`src/rtl/seq_mul_pkg.sv`:
```
// Shared definitions for the sequential shift-and-add multiplier.
package seq_mul_pkg;

  // State encoding shared by the controller and anything observing it.
  typedef enum logic [2:0] {
    ST_IDLE = 3'd0,
    ST_LOAD = 3'd1,
    ST_CALC = 3'd2,
    ST_FIX  = 3'd3,
    ST_DONE = 3'd4
  } state_e;

  // Ceiling log2, used to size the iteration counter.
  function automatic int clog2(input int value);
    int r;
    r = 0;
    for (int i = 0; i < 32; i++) begin
      if ((1 << r) < value) r = r + 1;
    end
    return r;
  endfunction

endpackage

```
`src/rtl/seq_mul_datapath.sv`:
```
// Datapath: operand capture, magnitude conversion, shift-and-add
// accumulation, final sign fix-up and multiplier zero-detect.
module seq_mul_datapath
  import seq_mul_pkg::*;
#(
  parameter int WIDTH = 8,
  localparam int CW = clog2(WIDTH) + 1
) (
  input  logic               clk,
  input  logic               rst,
  input  logic               cap_i,
  input  logic               load_i,
  input  logic               step_i,
  input  logic               fix_i,
  input  logic               signed_mode,
  input  logic [WIDTH-1:0]   multiplicand,
  input  logic [WIDTH-1:0]   multiplier,
  output logic               cnt_last_o,
  output logic               rem_zero_o,
  output logic [2*WIDTH-1:0] acc_fix_o,
  output logic [CW-1:0]      cnt_o
);

  logic [2*WIDTH-1:0] mcand_q, mcand_d;
  logic [WIDTH-1:0]   mplier_q, mplier_d;
  logic [2*WIDTH-1:0] acc_q, acc_d;
  logic [CW-1:0]      cnt_q, cnt_d;
  logic               sgn_q, sgn_d;
  logic               neg_q, neg_d;
  logic [WIDTH-1:0]   a_mag, b_mag;

  // Next-state logic for all datapath registers, selected by the FSM strobes.
  always_comb begin
    mcand_d  = mcand_q;
    mplier_d = mplier_q;
    acc_d    = acc_q;
    cnt_d    = cnt_q;
    sgn_d    = sgn_q;
    neg_d    = neg_q;
    // -2^(W-1) maps onto itself, which read unsigned is the correct magnitude.
    a_mag = mcand_q[WIDTH-1:0];
    if (sgn_q && mcand_q[WIDTH-1]) a_mag = -mcand_q[WIDTH-1:0];
    b_mag = mplier_q;
    if (sgn_q && mplier_q[WIDTH-1]) b_mag = -mplier_q;
    if (cap_i) begin
      mcand_d  = {{WIDTH{1'b0}}, multiplicand};
      mplier_d = multiplier;
      sgn_d    = signed_mode;
    end else if (load_i) begin
      mcand_d  = {{WIDTH{1'b0}}, a_mag};
      mplier_d = b_mag;
      neg_d    = sgn_q & (mcand_q[WIDTH-1] ^ mplier_q[WIDTH-1]);
      acc_d    = '0;
      cnt_d    = '0;
    end else if (step_i) begin
      if (mplier_q[0]) acc_d = acc_q + mcand_q;
      mcand_d  = mcand_q << 1;
      mplier_d = mplier_q >> 1;
      cnt_d    = cnt_q + CW'(1);
    end else if (fix_i) begin
      if (neg_q) acc_d = -acc_q;
    end
  end

  // Datapath registers with asynchronous clear.
  always_ff @(posedge clk or posedge rst) begin
    if (rst) begin
      mcand_q  <= '0;
      mplier_q <= '0;
      acc_q    <= '0;
      cnt_q    <= '0;
      sgn_q    <= 1'b0;
      neg_q    <= 1'b0;
    end else begin
      mcand_q  <= mcand_d;
      mplier_q <= mplier_d;
      acc_q    <= acc_d;
      cnt_q    <= cnt_d;
      sgn_q    <= sgn_d;
      neg_q    <= neg_d;
    end
  end

  assign cnt_last_o = (cnt_q == CW'(WIDTH - 1));
  assign rem_zero_o = (mplier_q[WIDTH-1:1] == '0);
  assign acc_fix_o  = neg_q ? -acc_q : acc_q;
  assign cnt_o      = cnt_q;

endmodule

```
`src/rtl/seq_mul_shift_add.sv`:
```
// Sequential shift-and-add multiplier: controller FSM and output registers.
module seq_mul_shift_add
  import seq_mul_pkg::*;
#(
  parameter int WIDTH      = 8,
  parameter bit EARLY_TERM = 1'b0,
  localparam int CW = clog2(WIDTH) + 1
) (
  input  logic               clk,
  input  logic               rst,
  input  logic               start,
  input  logic               signed_mode,
  input  logic [WIDTH-1:0]   multiplicand,
  input  logic [WIDTH-1:0]   multiplier,
  output logic               busy,
  output logic               done,
  output logic [2*WIDTH-1:0] product,
  output logic [CW-1:0]      cycles
);

  state_e             state_q, state_d;
  logic               busy_q, busy_d;
  logic               done_q, done_d;
  logic [2*WIDTH-1:0] product_q, product_d;
  logic [CW-1:0]      cycles_q, cycles_d;
  logic               cap, load, step, fix;
  logic               cnt_last, rem_zero;
  logic [2*WIDTH-1:0] acc_fix;
  logic [CW-1:0]      cnt;

  assign cap  = start && (state_q == ST_IDLE || state_q == ST_DONE);
  assign load = (state_q == ST_LOAD);
  assign step = (state_q == ST_CALC);
  assign fix  = (state_q == ST_FIX);

  seq_mul_datapath #(.WIDTH(WIDTH)) u_dp (
    .clk          (clk),
    .rst          (rst),
    .cap_i        (cap),
    .load_i       (load),
    .step_i       (step),
    .fix_i        (fix),
    .signed_mode  (signed_mode),
    .multiplicand (multiplicand),
    .multiplier   (multiplier),
    .cnt_last_o   (cnt_last),
    .rem_zero_o   (rem_zero),
    .acc_fix_o    (acc_fix),
    .cnt_o        (cnt)
  );

  // Next state and next values of the registered outputs.
  always_comb begin
    state_d   = state_q;
    done_d    = 1'b0;
    product_d = product_q;
    cycles_d  = cycles_q;
    case (state_q)
      ST_IDLE: if (start) state_d = ST_LOAD;
      ST_LOAD: state_d = ST_CALC;
      ST_CALC: if (cnt_last || (EARLY_TERM && rem_zero)) state_d = ST_FIX;
      ST_FIX: begin
        state_d   = ST_DONE;
        done_d    = 1'b1;
        product_d = acc_fix;
        cycles_d  = cnt;
      end
      ST_DONE: state_d = start ? ST_LOAD : ST_IDLE;
      default: state_d = ST_IDLE;
    endcase
    busy_d = (state_d == ST_LOAD) || (state_d == ST_CALC) || (state_d == ST_FIX);
  end

  // FSM state and output registers.
  always_ff @(posedge clk or posedge rst) begin
    if (rst) begin
      state_q   <= ST_IDLE;
      busy_q    <= 1'b0;
      done_q    <= 1'b0;
      product_q <= '0;
      cycles_q  <= '0;
    end else begin
      state_q   <= state_d;
      busy_q    <= busy_d;
      done_q    <= done_d;
      product_q <= product_d;
      cycles_q  <= cycles_d;
    end
  end

  assign busy    = busy_q;
  assign done    = done_q;
  assign product = product_q;
  assign cycles  = cycles_q;

endmodule
```
`config.mk`:
```
export PLATFORM = sky130hd
export DESIGN_NAME = seq_mul_shift_add
export DESIGN_NICKNAME = d
export VERILOG_FILES = /design/src/rtl/seq_mul_pkg.sv /design/src/rtl/seq_mul_datapath.sv /design/src/rtl/seq_mul_shift_add.sv
export SDC_FILE = /design/constraint.sdc
export NUM_CORES = 1
export LEC_CHECK = 0
export CAP_MARGIN = 40
export CELL_PAD_IN_SITES_DETAIL_PLACEMENT = 1
export CELL_PAD_IN_SITES_GLOBAL_PLACEMENT = 1
export CORE_UTILIZATION = 47
export CTS_CLUSTER_DIAMETER = 80
export DETAILED_ROUTE_END_ITERATION = 10
export PLACE_DENSITY_LB_ADDON = 0.1
export SYNTH_ARGS = -nofsm -noshare
export SYNTH_HDL_FRONTEND = slang
export SYNTH_SLANG_ARGS = --single-unit
```
`constraint.sdc`:
```
create_clock -name clk -period 5.9 [get_ports clk]
set_input_delay 1.18 -clock clk [delete_from_list [all_inputs] [get_ports clk]]
set_output_delay 1.18 -clock clk [all_outputs]
set_load 0.1 [all_outputs]
```
==> out/metrics.cfg, run 1 <==
[floorplan]
die_h_um = 97.5
die-area_mm2 = 0.00951
rows = 34
coreArea_mm2 = 0.00876
ios = 42
initial_core_util_pct = 48.9
die_w_um = 97.5

[timing]
max_freq_ghz = 0.339
worst_slew_pin_slew_ns = 0.800
slew_viol_final = 0
fin_crit_ns = 2.95
maxSlewHeadroom_pct = 46.1
holdWs_ns = 0.481
rsz0062_at_grt = no
setup_viol = 0
fin_tns_setup_ns = 0
timing.final.crit_share_pct = 50.0
hold_viol = 0
fin_skew_ns = 0.00841

[clock_network]
cts.repair.resized = 0
cts_tree = yes
ctsLongestPathBuffers = 2
clock_latency_ns = 0.36
clkTransAtPathRegs_ns = 0.07
clock-root-buffer = clkbuf_8
clock_sinks = 71
post_cts_buffers = 0
hold_buffers = 0
htreeDepth = 3
cts_buffers = 9

[routing]
firstDrtPassIters = 4
routed_via_density = 6.00
routed_wirelength_um = 12600
drt_iter0_drc = 184
drc = 0
ant_nets = 0
dr_total_vias = 4014
routedWlPerCell_um = 18.8

[finish]
diodes = 0
drive_above_1_share_pct = 11.2
final_common_cell = nand2_1
nFillCells = 1014
fin_nets = 596
stdcell_count = 669
final_cell_mix = 89 x nand2_1, 71 x dfrtp_1, 57 x o21ai_0, 41 x clkdlybuf4s50_1, 40 x a21oi_1
area_growth_pct = 25.1
post-route-util_pct = 61.3

[worst_setup_path]
r2r_slack_ns = 3.33
critPathKind = in -> reg
cp.required_ns = 6.15
cp_cell_sequence = clkdlybuf4s50_1 -> or3b_2 -> nand2_1 -> a31oi_1 -> clkbuf_4 -> a31o_2 -> a22o_1
critPathMaxFanout = 19
slowest_stage = or3b_2
slowest_delay_ns = 0.64
worst_setup_path_start_kind = input port
end_kind = flip-flop
arrival_ns = 3.20

[power]
p_clk_share_pct = 12.7
p_int_mw = 1.68
ir_drop_v = 0.000257
p_sw_mw = 1.74
p_leak_nw = 2.37
power_frac_seq_pct = 26.9
p_per_area_mw_per_mm2 = 637
p_sw_share_pct = 51.0
combPwrFrac_pct = 60.4
total_power_mw = 3.42

[synthesis]
syn_nets = 535
synth_cells = 495
syn_area_mm2 = 0.00429
synth.distinct_cells = 57
synth_warnings = 0
synthArstFlopShare_pct = 100
yosysSeqAreaShare_pct = 41.4
synth_area_per_cell_um2 = 8.66
ys.flop_type = dfrtp_1
synth-edff-count = 0
ys_seq_elements = 71

[global_routing]
first_global_vias = 4278
grt_antenna_before_repair = 0
grt_pass1_wl_um = 21200
grt_usage_pct = 28.2
gr-total-overflow = 0
grt_max_degree = 55

[placed_design]
place_hpwl_um = 8830
io_buffers = 41
finalWeightedCongestion = 0.855
dp.cells = 652

[min_path]
hold_class = reg -> reg

[run_status]
outcome = complete, no violations

[run]
maxCapViolations = 0

-- power by group through the flow --
stage                     Clock, mW  Combinational [mW]  Sequential (mW)
after floorplan                   0               0.957             1.30
after global placement            0                1.75            0.907
after detailed placement          0                2.04            0.925
after CTS                     0.441                2.06            0.918
after global routing          0.459                2.23            0.951
final                         0.434                2.06            0.921
-- stage by stage --
| stage | worst slack [ns] | area (um2) |
|---|---|---|
| 4_1_cts | 2.86 | 5360 |
| 6_report | 2.95 | 5370 |
| 3_5_place_dp | 2.49 | 5150 |
| 2_1_floorplan | 2.92 | 4290 |
| 5_1_grt | 2.90 | 5370 |
| 3_3_place_gp | 2.60 | 4800 |
-- flip-flops by register name, indices dropped and copies added, names as in the netlist, 3 cells and up --
register	flops
product	16
u_dp.acc_q	16
u_dp.mcand_q	16
u_dp.mplier_q	8
cycles	4
u_dp.cnt_o	4
state_q	3
-- metal layers --
layer	up-vias	routed length [um]	global-route usage [%]
li1	1897	-	-
met1	2004	5360	35.7
met2	90	6330	47.8
met3	23	614	4.17
met4	0	246	12.0
met5	-	0	0
-- layout make-up --
type                    count  area [um2]  share of cell area (%)
flip-flops and latches     71        1780                    33.1
inverters                  16        60.1                    1.12
clock inverters             7        87.6                    1.63
well taps                 108         135                    2.52
clock buffers               9         124                    2.31
repair buffers             70         797                    14.8
multi-input cells         388        2390                    44.5
-- synthesized netlist by cell type (3+ instances only) --
library cell / instances / share of area (%)
o211ai_1: 10 / 1.8
a21oi_1: 40 / 4.7
o31a_1: 3 / 0.61
nand3_1: 5 / 0.58
dfrtp_1: 71 / 41
a211oi_1: 4 / 0.70
nor2_1: 31 / 2.7
nor3_1: 7 / 0.82
nand2_1: 89 / 7.8
inv_1: 15 / 1.3
o22ai_1: 3 / 0.44
xor2_1: 19 / 3.9
ha_1: 19 / 5.5
a22o_1: 9 / 1.8
or3_1: 4 / 0.58
o311ai_0: 3 / 0.61
or3b_2: 4 / 0.82
xnor2_1: 14 / 2.9
nand2b_1: 4 / 0.58
nand4_1: 4 / 0.58
o21ai_0: 57 / 6.7
a21o_1: 5 / 0.88
clkbuf_1: 19 / 1.7
a31oi_1: 6 / 0.88
or2_2: 4 / 0.58
nor2b_1: 5 / 0.73
-- worst max-delay path: cells and delay by family --
| kind | cells | cell delay [ns] |
|---|---|---|
| AO/OA/AOI/OAI | 3 | 0.47 |
| AND/OR/NAND/NOR | 2 | 0.85 |
| buffers and inverters | 2 | 0.69 |
-- cells by family after synthesis --
| family | synth area share [%] |
|---|---|
| AND/OR/NAND/NOR | 17.5 |
| buffers and inverters | 3.15 |
| flip-flops | 41.4 |
| adder cells (fa/ha/maj) | 6.01 |
| AO/OA/AOI/OAI | 25.1 |
| XOR/XNOR | 6.74 |
-- path summary, 6_finish.rpt --
kind                               endpoint            start  cells past startpoint
setup / recovery           u_dp.mplier_q[7]            start                      7
hold / removal                   product[1]       product[1]                      2
setup reg to reg             u_dp.acc_q[15]  u_dp.mcand_q[3]                      7
hold reg to reg                  product[1]       product[1]                      2
max in group asynchronous   u_dp.mcand_q[8]              rst                      3
min in group asynchronous  u_dp.mplier_q[4]              rst                      2
No activity file was read; power rests on OpenSTA's default activity.
==> run 2: changes to the inputs <==
--- a/config.mk
+++ b/config.mk
@@ -8,7 +8,7 @@
 export CAP_MARGIN = 40
 export CELL_PAD_IN_SITES_DETAIL_PLACEMENT = 1
 export CELL_PAD_IN_SITES_GLOBAL_PLACEMENT = 1
-export CORE_UTILIZATION = 47
+export CORE_UTILIZATION = 44
 export CTS_CLUSTER_DIAMETER = 80
 export DETAILED_ROUTE_END_ITERATION = 10
 export PLACE_DENSITY_LB_ADDON = 0.1
==> constraint.sdc (replaced) <==
create_clock -name clk -period 2.75 [get_ports clk]
set_input_delay 0.55 -clock clk [delete_from_list [all_inputs] [get_ports clk]]
set_output_delay 0.55 -clock clk [all_outputs]
set_load 0.1 [all_outputs]
==> out/metrics.cfg, run 2 (synthesis gave the netlist of run 1 again) <==
[run_status]
outcome = complete, no violations

[global_routing]
grt_usage_pct = 25.7
gr-total-overflow = 0
first_global_vias = 3971
grt_antenna_before_repair = 0
grt_pass1_wl_um = 20100
grt_max_degree = 72

[min_path]
worstHoldStart = product[5]
hold_class = reg -> reg
hold_end = product[5]
whs_path_depth = 2

[floorplan]
die_h_um = 101
initial_core_util_pct = 46.0
coreArea_mm2 = 0.00933
die_w_um = 101
rows = 35
ios = 42
die-area_mm2 = 0.0101

[worst_setup_path]
ff2ff_path_depth = 8
regToRegStartpoint = u_dp.acc_q[1]
critPathKind = reg -> reg
critPathMaxFanout = 4
cp.required_ns = 2.99
timing.rr.end = u_dp.acc_q[10]
worst_setup_path_start_kind = flip-flop
end_kind = flip-flop
r2r_slack_ns = 0.18
arrival_ns = 2.80

[routing]
routedWlPerCell_um = 17.8
dr_total_vias = 3875
drc = 0
firstDrtPassIters = 4
drt_iter0_drc = 104
routed_via_density = 5.74
routed_wirelength_um = 12000
ant_nets = 0

[power]
p_sw_share_pct = 53.0
p_per_area_mw_per_mm2 = 1360
combPwrFrac_pct = 58.1
ir_drop_v = 0.000508
p_int_mw = 3.25
p_clk_share_pct = 13.9
p_leak_nw = 2.28
power_frac_seq_pct = 28.0
p_sw_mw = 3.65
total_power_mw = 6.90

[finish]
final_cell_mix = 89 x nand2_1, 71 x dfrtp_1, 57 x o21ai_0, 40 x a21oi_1, 34 x buf_4
post-route-util_pct = 54.4
diodes = 0
drive_above_1_share_pct = 12.8
area_growth_pct = 18.3
fin_nets = 581
final_cell_area_mm2 = 0.00507
final_common_cell = nand2_1
stdcell_count = 675

[timing]
slew_viol_final = 0
max_freq_ghz = 0.390
setup_viol = 0
fin_skew_ns = 0.0217
worst_slew_pin_slew_ns = 0.842
hold_viol = 0
timing.final.crit_share_pct = 93.3
fin_crit_ns = 2.57
maxSlewHeadroom_pct = 43.3
fin_tns_setup_ns = 0
rsz0062_at_grt = no

[placed_design]
dp.cells = 658
finalWeightedCongestion = 0.882
place_hpwl_um = 8480
io_buffers = 41
dpl_cell_area_mm2 = 0.00485

[clock_network]
post_cts_buffers = 0
clkTransAtPathRegs_ns = 0.08
cts_buffers = 9
cts.repair.resized = 0
ctsLongestPathBuffers = 2
htreeDepth = 3
hold_buffers = 0
clock-root-buffer = clkbuf_8
clock_sinks = 71
clock_latency_ns = 0.36
cts_tree = yes

[run]
maxCapViolations = 0

run 2: cell types whose count changed in the layout (fill, tap and decap cells not counted):
cell             before  now
clkinv_4              0    1
clkbuf_4              1    0
buf_4                 5   34
buf_6                 1    0
buf_12                0    1
clkinv_2              4    2
buf_2                 0    1
buf_8                22    0
clkdlybuf4s50_1      41   19
inv_6                 0    1
run 2: worst max-delay path, cell delays in order, from the launching register on:
cell      delay, ns
dfrtp_1        0.44
inv_1          0.18
ha_1           0.20
or3b_2         0.51
or2_2          0.38
o41ai_2        0.39
nor2_1         0.12
o21bai_1       0.15
nand3_1        0.09
run 2: how the worst max path moves through the flow:
stage | startpoint | to
final | u_dp.acc_q[1] | u_dp.acc_q[10]
after CTS | u_dp.acc_q[1] | u_dp.acc_q[10]
after detailed placement | start | u_dp.mplier_q[7]
after floorplan | rst | busy
after global placement | start | u_dp.mcand_q[5]
after global routing | u_dp.acc_q[1] | u_dp.acc_q[10]
run 2: stage by stage:
step	hold WS [ns]	setup WS, ns
finish	0.485	0.185
global placement	0.460	0.271
global route	0.502	0.0636
floorplan	0.472	0.403
CTS	0.490	0.167
detailed placement	0.469	0.248
run 2: power by group through the flow:
stage	Clock, mW	Sequential (mW)	Combinational (mW)
floorplan	0	2.78	2.05
global placement	0	1.92	3.86
detailed placement	0	1.94	3.97
CTS	0.976	1.93	4.02
global route	1.03	2.00	4.38
finish	0.957	1.93	4.01
run 2: metal layers:
metal  vias up  GRT usage (%)  share of wire [%]
met1      1932           33.8                 46
met5         -              0                  0
met2        56           43.3                 50
li1       1866              -                  -
met4         0           8.70                1.9
met3        21           3.95                2.6
run 2: area by class of cell:
type,count,area [um2]
Fill cell,1115,4250
Sequential cell,71,1780
Clock inverter,7,95.1
Timing Repair Buffer,55,470
Multi-Input combinational cell,388,2390
Tap cell,129,161
Inverter,16,60.1
Clock buffer,9,124
